<file path="src/rtl/rgmii_rx_fmt.sv">
// rgmii_rx_fmt: second-stage RGMII receive formatter.
// Turns per-edge nibbles from the DDR capture stage into a byte-wide GMII
// stream with preamble/SFD stripped. It also reports frame length and errors,
// guards against oversize frames and decodes the in-band link status.
module rgmii_rx_fmt #(
    parameter int LEN_W    = 16,
    parameter int MAX_LEN  = 1522,
    parameter int MAX_PRE  = 15,
    parameter int ISTAT_EN = 1
) (
    input  logic             clk,
    input  logic             rst_n,
    input  logic             speed_1000,
    input  logic             rx_ctl_r,
    input  logic             rx_ctl_f,
    input  logic [3:0]       rxd_r,
    input  logic [3:0]       rxd_f,
    output logic             gmii_rx_dv,
    output logic             gmii_rx_er,
    output logic [7:0]       gmii_rxd,
    output logic             frame_sof,
    output logic             frame_eof,
    output logic [LEN_W-1:0] frame_len,
    output logic             frame_err,
    output logic             link_up,
    output logic [1:0]       link_speed,
    output logic             link_duplex
);

    typedef enum logic [1:0] {
        IDLE     = 2'd0,
        PREAMBLE = 2'd1,
        DATA     = 2'd2,
        DROP     = 2'd3
    } state_t;

    // The preamble counter must be able to hold MAX_PRE + 1 to detect overrun.
    localparam int               PRE_W    = $clog2(MAX_PRE + 2);
    localparam logic [PRE_W-1:0] PRE_MAX  = PRE_W'(MAX_PRE);
    localparam logic [PRE_W-1:0] PRE_ONE  = PRE_W'(1);
    localparam logic [LEN_W-1:0] LEN_MAX  = LEN_W'(MAX_LEN);
    localparam logic [LEN_W-1:0] LEN_ONE  = LEN_W'(1);
    localparam bit               ISTAT_ON = (ISTAT_EN != 0);

    // Stage S1 input registers
    logic       ctl_r_q, ctl_f_q, speed_q;
    logic [3:0] rxd_r_q, rxd_f_q;
    logic [7:0] byte_s1;
    logic       er_s1;

    // FSM and frame context
    state_t             state_q, state_d;
    logic               mode_q, mode_d;      // 1 = byte mode, latched at frame start
    logic               mode_cur;
    logic [PRE_W-1:0]   pre_cnt_q, pre_cnt_d, pre_cnt_base, pre_cnt_nx;
    logic               pre_ph_q, pre_ph_d, pre_ph_base, pre_ph_nx;
    logic               pre_l5_q, pre_l5_d, pre_l5_base, pre_l5_nx;
    logic               pre_sfd, pre_bad;
    logic               dat_ph_q, dat_ph_d;
    logic [3:0]         nib_lo_q, nib_lo_d;
    logic               er_lo_q, er_lo_d;
    logic [LEN_W-1:0]   cnt_q, cnt_d;
    logic               er_seen_q, er_seen_d;
    logic               emit, emit_er;
    logic [7:0]         emit_byte;

    // Output registers
    logic               dv_q, dv_d, er_q, er_d, sof_q, sof_d, eof_q, eof_d, ferr_q, ferr_d;
    logic [7:0]         rxd_q, rxd_d;
    logic [LEN_W-1:0]   len_q, len_d;

    // In-band status
    logic               st_qual, st_seen_q;
    logic [3:0]         st_last_q;
    logic               link_up_q, link_dup_q;
    logic [1:0]         link_spd_q;

    assign byte_s1  = {rxd_f_q, rxd_r_q};
    assign er_s1    = ctl_r_q ^ ctl_f_q;
    assign mode_cur = (state_q == IDLE) ? speed_q : mode_q;

    // Stage S1: register every input once.
    always_ff @(posedge clk) begin
        // NOTE: sequential state uses non-blocking assignments so every register sees pre-edge values.
        if (!rst_n) begin
            ctl_r_q <= 1'b0;
            ctl_f_q <= 1'b0;
            speed_q <= 1'b0;
            rxd_r_q <= 4'h0;
            rxd_f_q <= 4'h0;
        end else begin
            ctl_r_q <= rx_ctl_r;
            ctl_f_q <= rx_ctl_f;
            speed_q <= speed_1000;
            rxd_r_q <= rxd_r;
            rxd_f_q <= rxd_f;
        end
    end

    // Preamble decode; the first dv cycle in IDLE is already judged as preamble.
    always_comb begin
        // NOTE: every variable gets a default first so no path can infer a latch.
        pre_cnt_base = (state_q == IDLE) ? '0 : pre_cnt_q;
        pre_ph_base  = (state_q == IDLE) ? 1'b0 : pre_ph_q;
        pre_l5_base  = (state_q == IDLE) ? 1'b0 : pre_l5_q;
        pre_cnt_nx   = pre_cnt_base;
        pre_ph_nx    = pre_ph_base;
        pre_l5_nx    = (rxd_r_q == 4'h5);
        pre_sfd      = 1'b0;
        pre_bad      = 1'b0;
        if (mode_cur) begin
            if (byte_s1 == 8'h55) begin
                pre_cnt_nx = pre_cnt_base + PRE_ONE;
            end else if (byte_s1 == 8'hD5) begin
                pre_sfd = 1'b1;
            end else begin
                pre_bad = 1'b1;
            end
        end else begin
            if (rxd_r_q == 4'h5) begin
                pre_ph_nx = ~pre_ph_base;
                if (pre_ph_base) begin
                    pre_cnt_nx = pre_cnt_base + PRE_ONE;
                end
            end else if (rxd_r_q == 4'hD && pre_l5_base) begin
                pre_sfd = 1'b1;
            end else begin
                pre_bad = 1'b1;
            end
        end
        if (pre_cnt_nx > PRE_MAX) begin
            pre_bad = 1'b1;
        end
    end

    // State register.
    always_ff @(posedge clk) begin
        if (!rst_n) begin
            state_q <= IDLE;
        end else begin
            state_q <= state_d;
        end
    end

    // Next-state logic.
    always_comb begin
        state_d = state_q;
        case (state_q)
            IDLE: begin
                if (ctl_r_q) begin
                    if (pre_bad)      state_d = DROP;
                    else if (pre_sfd) state_d = DATA;
                    else              state_d = PREAMBLE;
                end
            end
            PREAMBLE: begin
                if (!ctl_r_q)     state_d = IDLE;
                else if (pre_bad) state_d = DROP;
                else if (pre_sfd) state_d = DATA;
            end
            DATA: begin
                if (!ctl_r_q)              state_d = IDLE;
                else if (cnt_q == LEN_MAX) state_d = DROP;
            end
            DROP: begin
                if (!ctl_r_q) state_d = IDLE;
            end
            default: state_d = IDLE;
        endcase
    end

    // Output and frame-context next values.
    always_comb begin
        mode_d    = mode_q;
        pre_cnt_d = pre_cnt_q;
        pre_ph_d  = pre_ph_q;
        pre_l5_d  = pre_l5_q;
        dat_ph_d  = dat_ph_q;
        nib_lo_d  = nib_lo_q;
        er_lo_d   = er_lo_q;
        cnt_d     = cnt_q;
        er_seen_d = er_seen_q;
        emit      = 1'b0;
        emit_byte = 8'h00;
        emit_er   = 1'b0;
        dv_d      = 1'b0;
        er_d      = 1'b0;
        rxd_d     = 8'h00;
        sof_d     = 1'b0;
        eof_d     = 1'b0;
        len_d     = len_q;
        ferr_d    = ferr_q;
        case (state_q)
            IDLE, PREAMBLE: begin
                if (ctl_r_q) begin
                    if (state_q == IDLE) mode_d = speed_q;
                    pre_cnt_d = pre_cnt_nx;
                    pre_ph_d  = pre_ph_nx;
                    pre_l5_d  = pre_l5_nx;
                end
                // Payload context starts clean on the cycle after SFD.
                cnt_d     = '0;
                dat_ph_d  = 1'b0;
                er_seen_d = 1'b0;
            end
            DATA: begin
                if (!ctl_r_q) begin
                    eof_d  = 1'b1;
                    len_d  = cnt_q;
                    ferr_d = er_seen_q | (~mode_q & dat_ph_q);
                end else if (cnt_q == LEN_MAX) begin
                    eof_d  = 1'b1;
                    len_d  = LEN_MAX;
                    ferr_d = 1'b1;
                end else if (mode_q) begin
                    emit      = 1'b1;
                    emit_byte = byte_s1;
                    emit_er   = er_s1;
                end else if (!dat_ph_q) begin
                    nib_lo_d  = rxd_r_q;
                    er_lo_d   = er_s1;
                    dat_ph_d  = 1'b1;
                    er_seen_d = er_seen_q | er_s1;
                end else begin
                    emit      = 1'b1;
                    emit_byte = {rxd_r_q, nib_lo_q};
                    emit_er   = er_s1 | er_lo_q;
                    dat_ph_d  = 1'b0;
                end
                if (emit) begin
                    dv_d      = 1'b1;
                    rxd_d     = emit_byte;
                    er_d      = emit_er;
                    sof_d     = (cnt_q == '0);
                    cnt_d     = cnt_q + LEN_ONE;
                    er_seen_d = er_seen_q | emit_er;
                end
            end
            default: ;
        endcase
    end

    // Frame-context and output registers.
    always_ff @(posedge clk) begin
        if (!rst_n) begin
            mode_q    <= 1'b0;
            pre_cnt_q <= '0;
            pre_ph_q  <= 1'b0;
            pre_l5_q  <= 1'b0;
            dat_ph_q  <= 1'b0;
            nib_lo_q  <= 4'h0;
            er_lo_q   <= 1'b0;
            cnt_q     <= '0;
            er_seen_q <= 1'b0;
            dv_q      <= 1'b0;
            er_q      <= 1'b0;
            rxd_q     <= 8'h00;
            sof_q     <= 1'b0;
            eof_q     <= 1'b0;
            len_q     <= '0;
            ferr_q    <= 1'b0;
        end else begin
            mode_q    <= mode_d;
            pre_cnt_q <= pre_cnt_d;
            pre_ph_q  <= pre_ph_d;
            pre_l5_q  <= pre_l5_d;
            dat_ph_q  <= dat_ph_d;
            nib_lo_q  <= nib_lo_d;
            er_lo_q   <= er_lo_d;
            cnt_q     <= cnt_d;
            er_seen_q <= er_seen_d;
            dv_q      <= dv_d;
            er_q      <= er_d;
            rxd_q     <= rxd_d;
            sof_q     <= sof_d;
            eof_q     <= eof_d;
            len_q     <= len_d;
            ferr_q    <= ferr_d;
        end
    end

    // In-band status: idle cycles without dv or er, accepted after two equal samples.
    assign st_qual = ISTAT_ON && (state_q == IDLE) && !ctl_r_q && !ctl_f_q;

    // In-band status registers.
    always_ff @(posedge clk) begin
        if (!rst_n) begin
            st_last_q  <= 4'h0;
            st_seen_q  <= 1'b0;
            link_up_q  <= 1'b0;
            link_spd_q <= 2'b00;
            link_dup_q <= 1'b0;
        end else if (st_qual) begin
            st_last_q <= rxd_r_q;
            st_seen_q <= 1'b1;
            if (st_seen_q && st_last_q == rxd_r_q && rxd_r_q[2:1] != 2'b11) begin
                link_up_q  <= rxd_r_q[0];
                link_spd_q <= rxd_r_q[2:1];
                link_dup_q <= rxd_r_q[3];
            end
        end else begin
            st_seen_q <= 1'b0;
        end
    end

    assign gmii_rx_dv  = dv_q;
    assign gmii_rx_er  = er_q;
    assign gmii_rxd    = rxd_q;
    assign frame_sof   = sof_q;
    assign frame_eof   = eof_q;
    assign frame_len   = len_q;
    assign frame_err   = ferr_q;
    assign link_up     = link_up_q;
    assign link_speed  = link_spd_q;
    assign link_duplex = link_dup_q;

endmodule
</file>
<file path="config.mk">
export PLATFORM = sky130hd
export DESIGN_NAME = rgmii_rx_fmt
export DESIGN_NICKNAME = d
export VERILOG_FILES = /design/src/rtl/rgmii_rx_fmt.sv
export SDC_FILE = /design/constraint.sdc
export NUM_CORES = 1
export LEC_CHECK = 0
export ABC_AREA = 1
export BUFFER_PORTS_ARGS = -buffer_cell sky130_fd_sc_hd__buf_2
export CELL_PAD_IN_SITES_DETAIL_PLACEMENT = 1
export CELL_PAD_IN_SITES_GLOBAL_PLACEMENT = 2
export CORE_UTILIZATION = 35
export CTS_CLUSTER_SIZE = 16
export DETAILED_ROUTE_END_ITERATION = 7
export GPL_ROUTABILITY_DRIVEN = 0
export MAX_ROUTING_LAYER = met4
export PLACE_DENSITY_LB_ADDON = 0.1
export RECOVER_POWER = 100
export SYNTH_ARGS = -nofsm -noshare
export SYNTH_HDL_FRONTEND = slang
export SYNTH_SLANG_ARGS = --single-unit
</file>
<file path="constraint.sdc">
create_clock -name clk -period 5.47 [get_ports clk]
set_clock_uncertainty 0.2 [all_clocks]
set_input_delay 0 -clock clk [delete_from_list [all_inputs] [get_ports clk]]
set_output_delay 0 -clock clk [all_outputs]
set_load 0.02 [all_outputs]
</file>
# Yosys cells after proc, flatten, opt, wreduce, memory -nomap -nowiden
# Index checks and enable logic that the tools add are counted.
# word_totals
ff_bits	82
input_bits	13
out_inout_bits	33
elab_cells	153
# classes
n_addsub	2
order_cmp	1
eq_ne	23
muxes	64
n_bitwise	14
reduce_logical	22
# ops
cell	count
$mux W16	3
$mux W1	41
$pmux W16 S2	1
$mux W5	5
$mux W2	9
$add A16 B1 Y16 const B	1
$eq A16 B11 Y1 const B	1
$logic_not A16 Y1	1
$mux W8	2
$ne A3 B3 Y1 const B	5
$ne A2 B2 Y1 const B	7
$reduce_and A2 Y1	5
$reduce_and A5 Y1	2
$eq A8 B7 Y1 const B	1
$eq A8 B8 Y1 const B	1
$not A1 Y1	8
$pmux W2 S4	1
$reduce_and A4 Y1	2
$add A5 B1 Y5 const B	1
$gt A5 B4 Y1 const B	1
$logic_and A1 B1 Y1	5
$reduce_or A5 Y1	1
$eq A2 B2 Y1 const B	2
$eq A4 B3 Y1 const B	1
other kinds (14)	19

# Logic depth before layout (Yosys ltp)
# Gate-level depths: netlist of the first run.
# depth
depth_word	11
mapped_depth	16
depth_no_buf	15

# Worst setup path after synthesis of the first run
# No wires, ideal clock.
# synth_timing
path_type	register -> register
from	reg state_q[1]
to	reg state_q[0]
arrival_ns	1.713
setup_slack_ns	3.440
path_stages_with_launch	17
path_buffers	1
cell_sequence	dfxtp_1 > buf_6 > nor2_4 > nor2_1 > ha_1 > nand2_1 > inv_1 > nand2_1 > nand2_1 > nand2_1 > nor2_1 > nor2_1 > nand4_1 > nand2_1 > nand2_1 > nor2_1 > nor2_1
# synth_via
elab_chain_cells	11
# synth_lines
element	line	source
start: declaration	52	state_t state_q, state_d;
start signal: assignment	141	state_q <= state_d;
$logic_not A2 Y1	--	
$mux W5	103	pre_cnt_base = (state_q == IDLE) ? '0 : pre_cnt_q;
$add A5 B1 Y5	113, 123	
$mux W5	122	if (pre_ph_base) begin
$mux W5	120	if (rxd_r_q == 4'h5) begin
$mux W5	111	if (mode_cur) begin
$gt A5 B4 Y1	131	if (pre_cnt_nx > PRE_MAX) begin
$mux W1	131	
$mux W2, on equally long branches	158, 151	
$mux W2, on equally long branches	157, 150	
$pmux W2 S4	148	case (state_q)
# Several ways; a longest one is shown, not always the timed one. The select of a mux whose other input is x is not followed.
# A chain may end at the register's enable or synchronous reset.

==> impl_metrics.csv, run 1 <==
group,metric,value,unit
floorplanning,fp.dieW,107,um
global_route,grt_pass1_wl,18.1,mm
yosys,ys_seq_area_share,42.3,%
place,io_buffers,45,
yosys,ys_seq_elements,82,
yosys,synthesis.area,3880,um2
floorplanning,die-area,11500,um2
clocking,clock-sinks,82,
detailed_routing,wl_per_cell,14.6,um
yosys,synthCells,535,
global_route,grt_start_max_net_pins,28,
yosys,syn_nets,552,
pwr,vdd_drop_max,144,uV
floorplanning,die_h,107,um
global_route,grt_pass1_vias,3681,
place,place_hpwl,7.71,mm
critical_path,required,5.60,ns
layout,ff_latch_area,1640,um2
timing,timing.final.crit_share,62.8,%
clocking,htreeDepth,3,
timing,min_period,3.44,ns
timing,slew_viol_final,0,
clocking,cts-root-buf,"clkbuf_8",
pwr,power,1.69,mW
timing,fmax,291,MHz
detailed_routing,drt_iter0_markers,111,
yosys,ys_warn_count,0,
layout,antennaDiodeCount,0,
clocking,clkLatencyLatePin,0.38,ns
global_route,grt_antenna_before_repair,0,
yosys,yosys.area.top_type,"dfxtp_1",
clocking,cts_tree,"done",
floorplanning,row_count,38,
clocking,cts.clk_slew.worst_paths,0.10,ns
job,drv_cap,0,
yosys,synth_area_per_cell,7.25,um2
detailed_routing,vias,3628,
clocking,cts_buffers,9,
floorplanning,start_util,35.8,%
layout,multi_input_comb_area,1790,um2
timing,rsz0062_at_grt,"no",
floorplanning,core,10800,um2
detailed_routing,via_per_inst,4.86,
clocking,cts.repair.resized,0,
layout,drive_gt1_share,9.06,%
layout,fillers,1427,
critical_path,end_kind,"register",
floorplanning,io_pins,46,
timing,setup_viol,0,
layout,final_nets,619,
pwr,p_leak,1.89,nW
timing,worst_pin_slew,1.32,ns
yosys,ys_types,38,
run_status,outcome,"complete, no violations",
pwr,powerDensity,371,nW/um2
global_route,grtUsageTotal,21.1,%
detailed_routing,wl,10.9,mm
critical_path,cp_max_fo,27,
yosys,synth_top_area_share,42.3,%
global_route,overflow,0,
detailed_routing,drt_first_pass_iters,4,
clocking,clk_path_buf_depth,2,
critical_path,arrival,3.57,ns
worst_hold_path,min-delay-path-class,"reg2reg",
timing,fin_tns_setup,0,ns
critical_path,crit_type,"in2reg",
timing,hold_viol_final,0,
detailed_routing,ant_nets,0,
timing,relSlewSlack,11.7,%
critical_path,start_kind,"primary input",
critical_path,reg2reg_slack,2.23,ns
layout,area_growth_syn_to_layout,17.6,%
yosys,synth_area_leaders,"dfxtp_1 (42%), nand2_1 (12%), a21oi_1 (7.2%)",
detailed_routing,drcViolationCount,0,
[cells in the final DEF (no fill, tap or decap), drive strengths merged, types with 2 or more instances in the layout]
| cell | count |
|---|---|
| a211oi | 5 |
| a21oi | 56 |
| a22oi | 8 |
| buf | 11 |
| bufinv | 2 |
| clkbuf | 46 |
| clkinvlp | 2 |
| dfxtp | 82 |
| dlygate4sd3 | 23 |
| ha | 4 |
| inv | 82 |
| nand2 | 132 |
| nand3 | 30 |
| nand4 | 13 |
| nor2 | 62 |
| nor3 | 7 |
| nor4 | 3 |
| o211ai | 2 |
| o21ai | 26 |
| xnor2 | 2 |
| xor2 | 4 |
[cell type report]
cell class	count	area share [%]
multi-input cells	358	39.3
repair buffers	69	9.13
well taps	140	3.84
flip-flops and latches	82	36.0
clock inverters	5	1.86
clock buffers	11	3.10
inverters	82	6.77
[sequential cells by signal, summed over array words and instances (netlist names), 2 cells and up]
name and count:
cnt_q 16, frame_len 16, gmii_rxd 8, link_speed 2, nib_lo_q 4, pre_cnt_q 5
rxd_f_q 4, rxd_r_q 4, st_last_q 4, state_q 2
[worst paths after layout]
path / from / to / cells past startpoint
worst max-delay path: rst_n / frame_len[10]$_SDFFE_PN0P_ / 7
worst min-delay path: frame_len[13]$_SDFFE_PN0P_ / frame_len[13]$_SDFFE_PN0P_ / 2
worst max register to register: cnt_q[0]$_SDFFE_PN0P_ / cnt_q[7]$_SDFFE_PN0P_ / 12
worst min register to register: frame_len[13]$_SDFFE_PN0P_ / frame_len[13]$_SDFFE_PN0P_ / 2
[cell families after synthesis]
kind of cell    synth area share, %
compound gates                 13.6
flops                          42.3
simple gates                   31.9
buf+inv                        9.54
xor+xnor                       1.35
fa+ha+maj                      1.29
[critical path: stages]
cell and delay, ns:
dlygate4sd3_1 0.52, clkbuf_1 0.96, clkinv_1 0.96, clkbuf_1 0.64, a21oi_1 0.28, o21ai_0 0.12
inv_1 0.06
[through the flow]
step	hold WS [ns]	instance area [um2]	util [%]	worst slack, ns	instances
final	0.262	4560	42.1	2.03	747
after global routing	0.286	4560	42.1	1.59	747
after floorplan	-0.102	3880	-	3.44	535
after detailed placement	-0.0112	4230	39.0	3.05	708
after global placement	-0.0200	4230	39.0	3.08	708
after CTS	0.266	4680	43.2	3.04	747
[synth_stat cells (all sizes together)]
| master | n |
|---|---|
| dfxtp | 82 |
| xor2 | 4 |
| nand4 | 13 |
| clkbuf | 8 |
| o22ai | 1 |
| inv | 80 |
| o211ai | 2 |
| nor4 | 3 |
| clkinv | 2 |
| nor3 | 7 |
| xnor2 | 2 |
| and2 | 1 |
| a211oi | 5 |
| nand2 | 132 |
| or2 | 1 |
| ha | 4 |
| o21ai | 26 |
| nor2 | 62 |
| a21oi | 56 |
| nand3 | 30 |
| a22oi | 8 |
| buf | 5 |
| nand3b | 1 |
[per-layer routing]
| metal | wire (um) | vias to the layer above | part of all wire (%) | global-route usage, % |
|---|---|---|---|---|
| li1 | - | 1847 | - | - |
| met1 | 4810 | 1734 | 44 | 23.3 |
| met2 | 5690 | 32 | 52 | 38.2 |
| met3 | 198 | 15 | 1.8 | 3.09 |
| met4 | 175 | 0 | 1.6 | 8.02 |
| met5 | 0 | - | 0 | - |
[power by group]
| part | switching (mW) | internal, mW | total (mW) |
|---|---|---|---|
| clock network | 0.251 | 0.273 | 0.524 |
| logic | 0.332 | 0.134 | 0.466 |
| registers | 0.0511 | 0.651 | 0.702 |
[what timing repair did]
item                                   4_1_cts  5_1_grt
endpoints found under the hold margin       25        0
hold buffers                                23        0
buffers inserted                             0        0
(Power assumes the default switching activity.)
==> inputs of run 2 (changes only) <==
- CORE_UTILIZATION: 35 -> 33
- clock period: 5.47 -> 3.2 ns (I/O delays scaled with it)
==> impl_metrics.csv, run 2 (synthesis results as in run 1) <==
group,metric,value,unit
detailed_routing,drcViolationCount,0,
timing,fin_tns_setup,0,ns
clocking,clock-sinks,82,
critical_path,cp_max_fo,11,
timing,hold_viol_final,0,
layout,final_nets,619,
detailed_routing,via_per_inst,4.81,
critical_path,max_stage_delay,0.46,ns
timing,relSlewSlack,15.4,%
pwr,p_int,2.03,mW
global_route,grt_antenna_before_repair,0,
global_route,overflow,0,
pwr,vdd_drop_max,361,uV
pwr,power,3.14,mW
timing,rsz0062_at_grt,"no",
critical_path,crit_top_cell,"inv_1",
global_route,grtUsageTotal,19.0,%
pwr,p_sw,1.11,mW
run_status,outcome,"complete, no violations",
timing,worst_pin_slew,1.27,ns
detailed_routing,vias,3601,
clocking,cts_tree,"done",
layout,mostFrequentLayoutCells,"nand2_1 (127), dfxtp_1 (82), inv_1 (73)",
detailed_routing,drt_first_pass_iters,4,
timing,fmax,389,MHz
clocking,cts-root-buf,"clkbuf_16",
place,io_buffers,45,
critical_path,path_cells,"inv_1 > ha_1 > nand3_1 > nor2_1 > nand3_4 > nand2_1 > inv_1 > nand3_4 > inv_1 > nand2_1 > nor4_1",
global_route,grt_pass1_wl,18.0,mm
critical_path,crit_type,"reg2reg",
job,drv_cap,0,
critical_path,required,3.24,ns
pwr,p_leak,1.94,nW
critical_path,crit_family,"simple AND/OR/NAND/NOR gates",
pwr,pwr-share-comb,25.7,%
timing,timing.final.crit_share,80.4,%
critical_path,cp_num_buf_inv,3,
layout,fillers,1459,
clocking,cts.clk_slew.worst_paths,0.06,ns
layout,multi_input_comb_area,1820,um2
critical_path,arrival,2.61,ns
pwr,netSwitchingFraction,35.3,%
timing,slew_viol_final,0,
floorplanning,start_util,34.0,%
detailed_routing,wl,10.6,mm
clocking,cts.repair.resized,0,
layout,layout_commonest_cell,"nand2_1",
floorplanning,die-area,12200,um2
floorplanning,io_pins,46,
floorplanning,row_count,39,
critical_path,end_kind,"register",
clocking,clk_path_buf_depth,2,
clocking,cts_buffers,9,
clocking,clkLatencyLatePin,0.35,ns
layout,ff_latch_area,1640,um2
global_route,grt_pass1_vias,3681,
timing,min_period,2.57,ns
layout,area_growth_syn_to_layout,20.7,%
pwr,powerDensity,670,nW/um2
clocking,postCtsSetupBuffers,0,
pwr,clock_power_share,35.7,%
worst_hold_path,min-delay-path-class,"reg2reg",
detailed_routing,wl_per_cell,14.1,um
pwr,seq_power_share,38.6,%
floorplanning,die_h,110,um
detailed_routing,drt_iter0_markers,168,
floorplanning,fp.dieW,110,um
layout,drive_gt1_share,9.41,%
detailed_routing,ant_nets,0,
clocking,htreeDepth,3,
place,place_hpwl,7.56,mm
floorplanning,core,11400,um2
critical_path,start_kind,"register",
critical_path,slowest_stage,"dfxtp_1",
global_route,grt_start_max_net_pins,44,
layout,antennaDiodeCount,0,
timing,setup_viol,0,
[run 2: worst min-delay path: stages (launching register included)]
cell     delay [ns]
dfxtp_1        0.31
inv_1          0.05
a21oi_1        0.05
[run 2: worst paths after layout]
kind,depth (start not counted),from,slack [ns],endpoint
min reg2reg,2,er_seen_q$_SDFFE_PN0P_,0.26,er_seen_q$_SDFFE_PN0P_
max reg2reg,11,cnt_q[0]$_SDFFE_PN0P_,0.63,frame_sof$_SDFF_PN0_
max,11,cnt_q[0]$_SDFFE_PN0P_,0.63,frame_sof$_SDFF_PN0_
min,2,er_seen_q$_SDFFE_PN0P_,0.26,er_seen_q$_SDFFE_PN0P_
[run 2: timing repair]
item                       in CTS  in global routing
hold endpoints to repair       21                  0
setup endpoints to repair       0                  0
hold buffers                   23                  0
[run 2: power by group through the flow]
| stage | Sequential (mW) | Combinational (mW) | Clock [mW] |
|---|---|---|---|
| final | 1.21 | 0.807 | 1.12 |
| after global routing | 1.22 | 0.914 | 1.20 |
| after CTS | 1.21 | 0.883 | 1.16 |
| after detailed placement | 1.24 | 0.858 | 0 |
| after global placement | 1.23 | 0.839 | 0 |
| after floorplan | 1.23 | 0.648 | 0 |
[run 2: layout make-up]
type / count / area share (%)
Timing Repair Buffer: 69 / 8.97
Inverter: 82 / 6.60
Tap cell: 143 / 3.82
Sequential cell: 82 / 35.0
Clock inverter: 6 / 1.92
Clock buffer: 9 / 4.81
Multi-Input combinational cell: 358 / 38.8
[run 2: metrics by stage]
stage               cells  cell area, um2  utilization, %  hold WS [ns]  setup slack [ns]
floorplan             535            3880               -        -0.102              1.17
global placement      711            4230            37.1       -0.0180             0.791
detailed placement    711            4230            37.1       -0.0123             0.768
CTS                   749            4780            41.8         0.261             0.740
global route          749            4680            41.0         0.288             0.321
finish                749            4680            41.0         0.264             0.628
[run 2: routing by layer]
metal	track usage (%)	wire, um	vias up
met5	-	0	-
met4	6.93	146	0
met3	3.46	217	12
met2	32.8	5360	38
met1	21.9	4870	1702
li1	-	-	1849
==> inputs of run 3 (changes only) <==
- CORE_UTILIZATION: 33 -> 30
- clock period: 3.2 -> 2.1 ns (I/O delays scaled with it)
==> impl_metrics.csv, run 3 (synthesis results as in run 1) <==
group,metric,value,unit
global_route,grt_pass1_wl,18.7,mm
timing,setup_ws,0.0865,ns
clocking,clock-sinks,82,
critical_path,end_kind,"register",
critical_path,max_stage_delay,0.38,ns
critical_path,slowest_stage,"dfxtp_2",
layout,fillers,1640,
place,io_buffers,45,
layout,stdcell_count,812,
timing,setup_viol,0,
critical_path,startpoint,"cnt_q[1]$_SDFFE_PN0P_",
critical_path,crit_type,"reg2reg",
clocking,cts_buffers,9,
place,place_ws,0.000107,ns
critical_path,r2r-start,"cnt_q[1]$_SDFFE_PN0P_",
place,place_hpwl,8.18,mm
floorplanning,core,12600,um2
timing,relSlewSlack,34.4,%
place,place_inst,770,
layout,drive_gt1_share,17.5,%
global_route,grt_start_max_net_pins,44,
timing,rsz0062_at_grt,"yes",
critical_path,crit-reg2reg-capture,"cnt_q[14]$_SDFFE_PN0P_",
detailed_routing,wl_per_cell,13.9,um
floorplanning,io_pins,46,
critical_path,reg2reg_slack,0.09,ns
critical_path,start_kind,"register",
critical_path,cp_num_buf_inv,0,
floorplanning,die-area,13400,um2
worst_hold_path,holdPathStages,2,
detailed_routing,drcViolationCount,0,
clocking,cts_tree,"done",
timing,slew_viol_final,0,
worst_hold_path,min-delay-path-class,"reg2reg",
layout,layout_commonest_cell,"nand2_1",
critical_path,rr_worst_depth,8,
timing,timing.final.crit_share,95.9,%
global_route,grt_pass1_vias,3882,
critical_path,arrival,2.01,ns
layout,area_growth_syn_to_layout,30.0,%
critical_path,cp.depth,8,
detailed_routing,drt_iter0_markers,92,
detailed_routing,ant_nets,0,
timing,worst_pin_slew,0.984,ns
floorplanning,die_h,116,um
pwr,powerDensity,987,nW/um2
layout,mostFrequentLayoutCells,"nand2_1 (120), dfxtp_1 (77), inv_1 (69)",
timing,hold_viol_final,0,
timing,min_period,2.01,ns
critical_path,required,2.09,ns
critical_path,cp-endpoint,"cnt_q[14]$_SDFFE_PN0P_",
global_route,grt_antenna_before_repair,0,
clocking,cts.clk_slew.worst_paths,0.06,ns
detailed_routing,drt_first_pass_iters,4,
layout,multi_input_comb_area,1890,um2
clocking,clk_path_buf_depth,2,
global_route,overflow,0,
layout,final_nets,652,
critical_path,crit_family,"simple AND/OR/NAND/NOR gates",
clocking,htreeDepth,3,
pwr,vdd_drop_max,465,uV
detailed_routing,wl,11.3,mm
timing,fmax,497,MHz
clocking,cts-root-buf,"clkbuf_16",
run_status,outcome,"complete, no violations",
detailed_routing,via_per_inst,4.61,
critical_path,path_cells,"ha_1 > nand2_1 > nor2_1 > nand3_1 > nor3_4 > nand3_1 > nor3_1 > nor3_1",
detailed_routing,vias,3744,
critical_path,cp_max_fo,5,
layout,ff_latch_area,1650,um2
global_route,grtUsageTotal,19.1,%
floorplanning,row_count,41,
floorplanning,start_util,30.8,%
clocking,clkLatencyLatePin,0.35,ns
job,drv_cap,0,
layout,antennaDiodeCount,0,
floorplanning,fp.dieW,116,um
pwr,p_leak,2.13,nW
==> run 3: changes by cell type in the layout (fill, tap and decap cells not counted), sizes merged <==
cell / delta
buf: +29
clkbuf: +5
inv: +3
bufinv: -1
clkinv: -1
clkinvlp: -1
==> run 3: how the worst min path moves through the flow <==
stage               slack (ns)                       start                         end
floorplan                -0.10                    rx_ctl_f          ctl_f_q$_SDFF_PN0_
global placement         -0.02                    rxd_r[1]       rxd_r_q[1]$_SDFF_PN0_
detailed placement       -0.01                    rx_ctl_f          ctl_f_q$_SDFF_PN0_
CTS                       0.26   frame_len[2]$_SDFFE_PN0P_   frame_len[2]$_SDFFE_PN0P_
global route              0.28      er_seen_q$_SDFFE_PN0P_      er_seen_q$_SDFFE_PN0P_
finish                    0.26  frame_len[14]$_SDFFE_PN0P_  frame_len[14]$_SDFFE_PN0P_
==> run 3: tightest hold or removal path: stages, from the launching register on <==
cell and delay [ns]:
dfxtp_1 0.31, nand2_1 0.06, a21oi_1 0.05
==> run 3: what timing repair did <==
item,CTS,global route
hold endpoints to repair,25,0
gates resized for setup,0,25
buffers inserted,0,3
hold buffers,23,0
endpoints found under the setup margin,0,48
==> run 3: stage by stage <==
step | util [%] | setup TNS (ns) | hold slack, ns | cell area, um2 | power, mW
6_report | 40.0 | 0 | 0.263 | 5050 | 4.98
4_1_cts | 39.9 | 0 | 0.262 | 5030 | 5.04
3_3_place_gp | 35.6 | 0 | -0.0184 | 4490 | 3.27
5_1_grt | 40.0 | -0.0524 | 0.281 | 5050 | 5.29
3_5_place_dp | 35.6 | 0 | -0.0104 | 4490 | 3.31
2_1_floorplan | - | 0 | -0.102 | 3880 | 2.87
==> run 3: area by class of cell <==
type,instances,area share (%)
well taps,172,4.26
clock inverters,6,1.39
clock buffers,10,4.74
flip-flops and latches,82,32.8
inverters,82,6.20
multi-input cells,358,37.5
repair buffers,102,13.1
==> run 3: where the power goes <==
group / total [mW] / internal, mW / switching [mW]
Sequential: 1.80 / 1.70 / 0.0928
Clock: 1.67 / 0.967 / 0.706
Combinational: 1.51 / 0.511 / 1.00
Total: 4.98 / 3.18 / 1.80
==> run 3: layer usage <==
metal / up-vias / wire [um] / part of all wire, % / GRT usage (%)
met3: 13 / 234 / 2.1 / 3.35
met2: 32 / 6040 / 53 / 34.7
met4: 0 / 191 / 1.7 / 7.95
li1: 1916 / - / - / -
met1: 1783 / 4850 / 43 / 20.5
met5: - / 0 / 0 / -
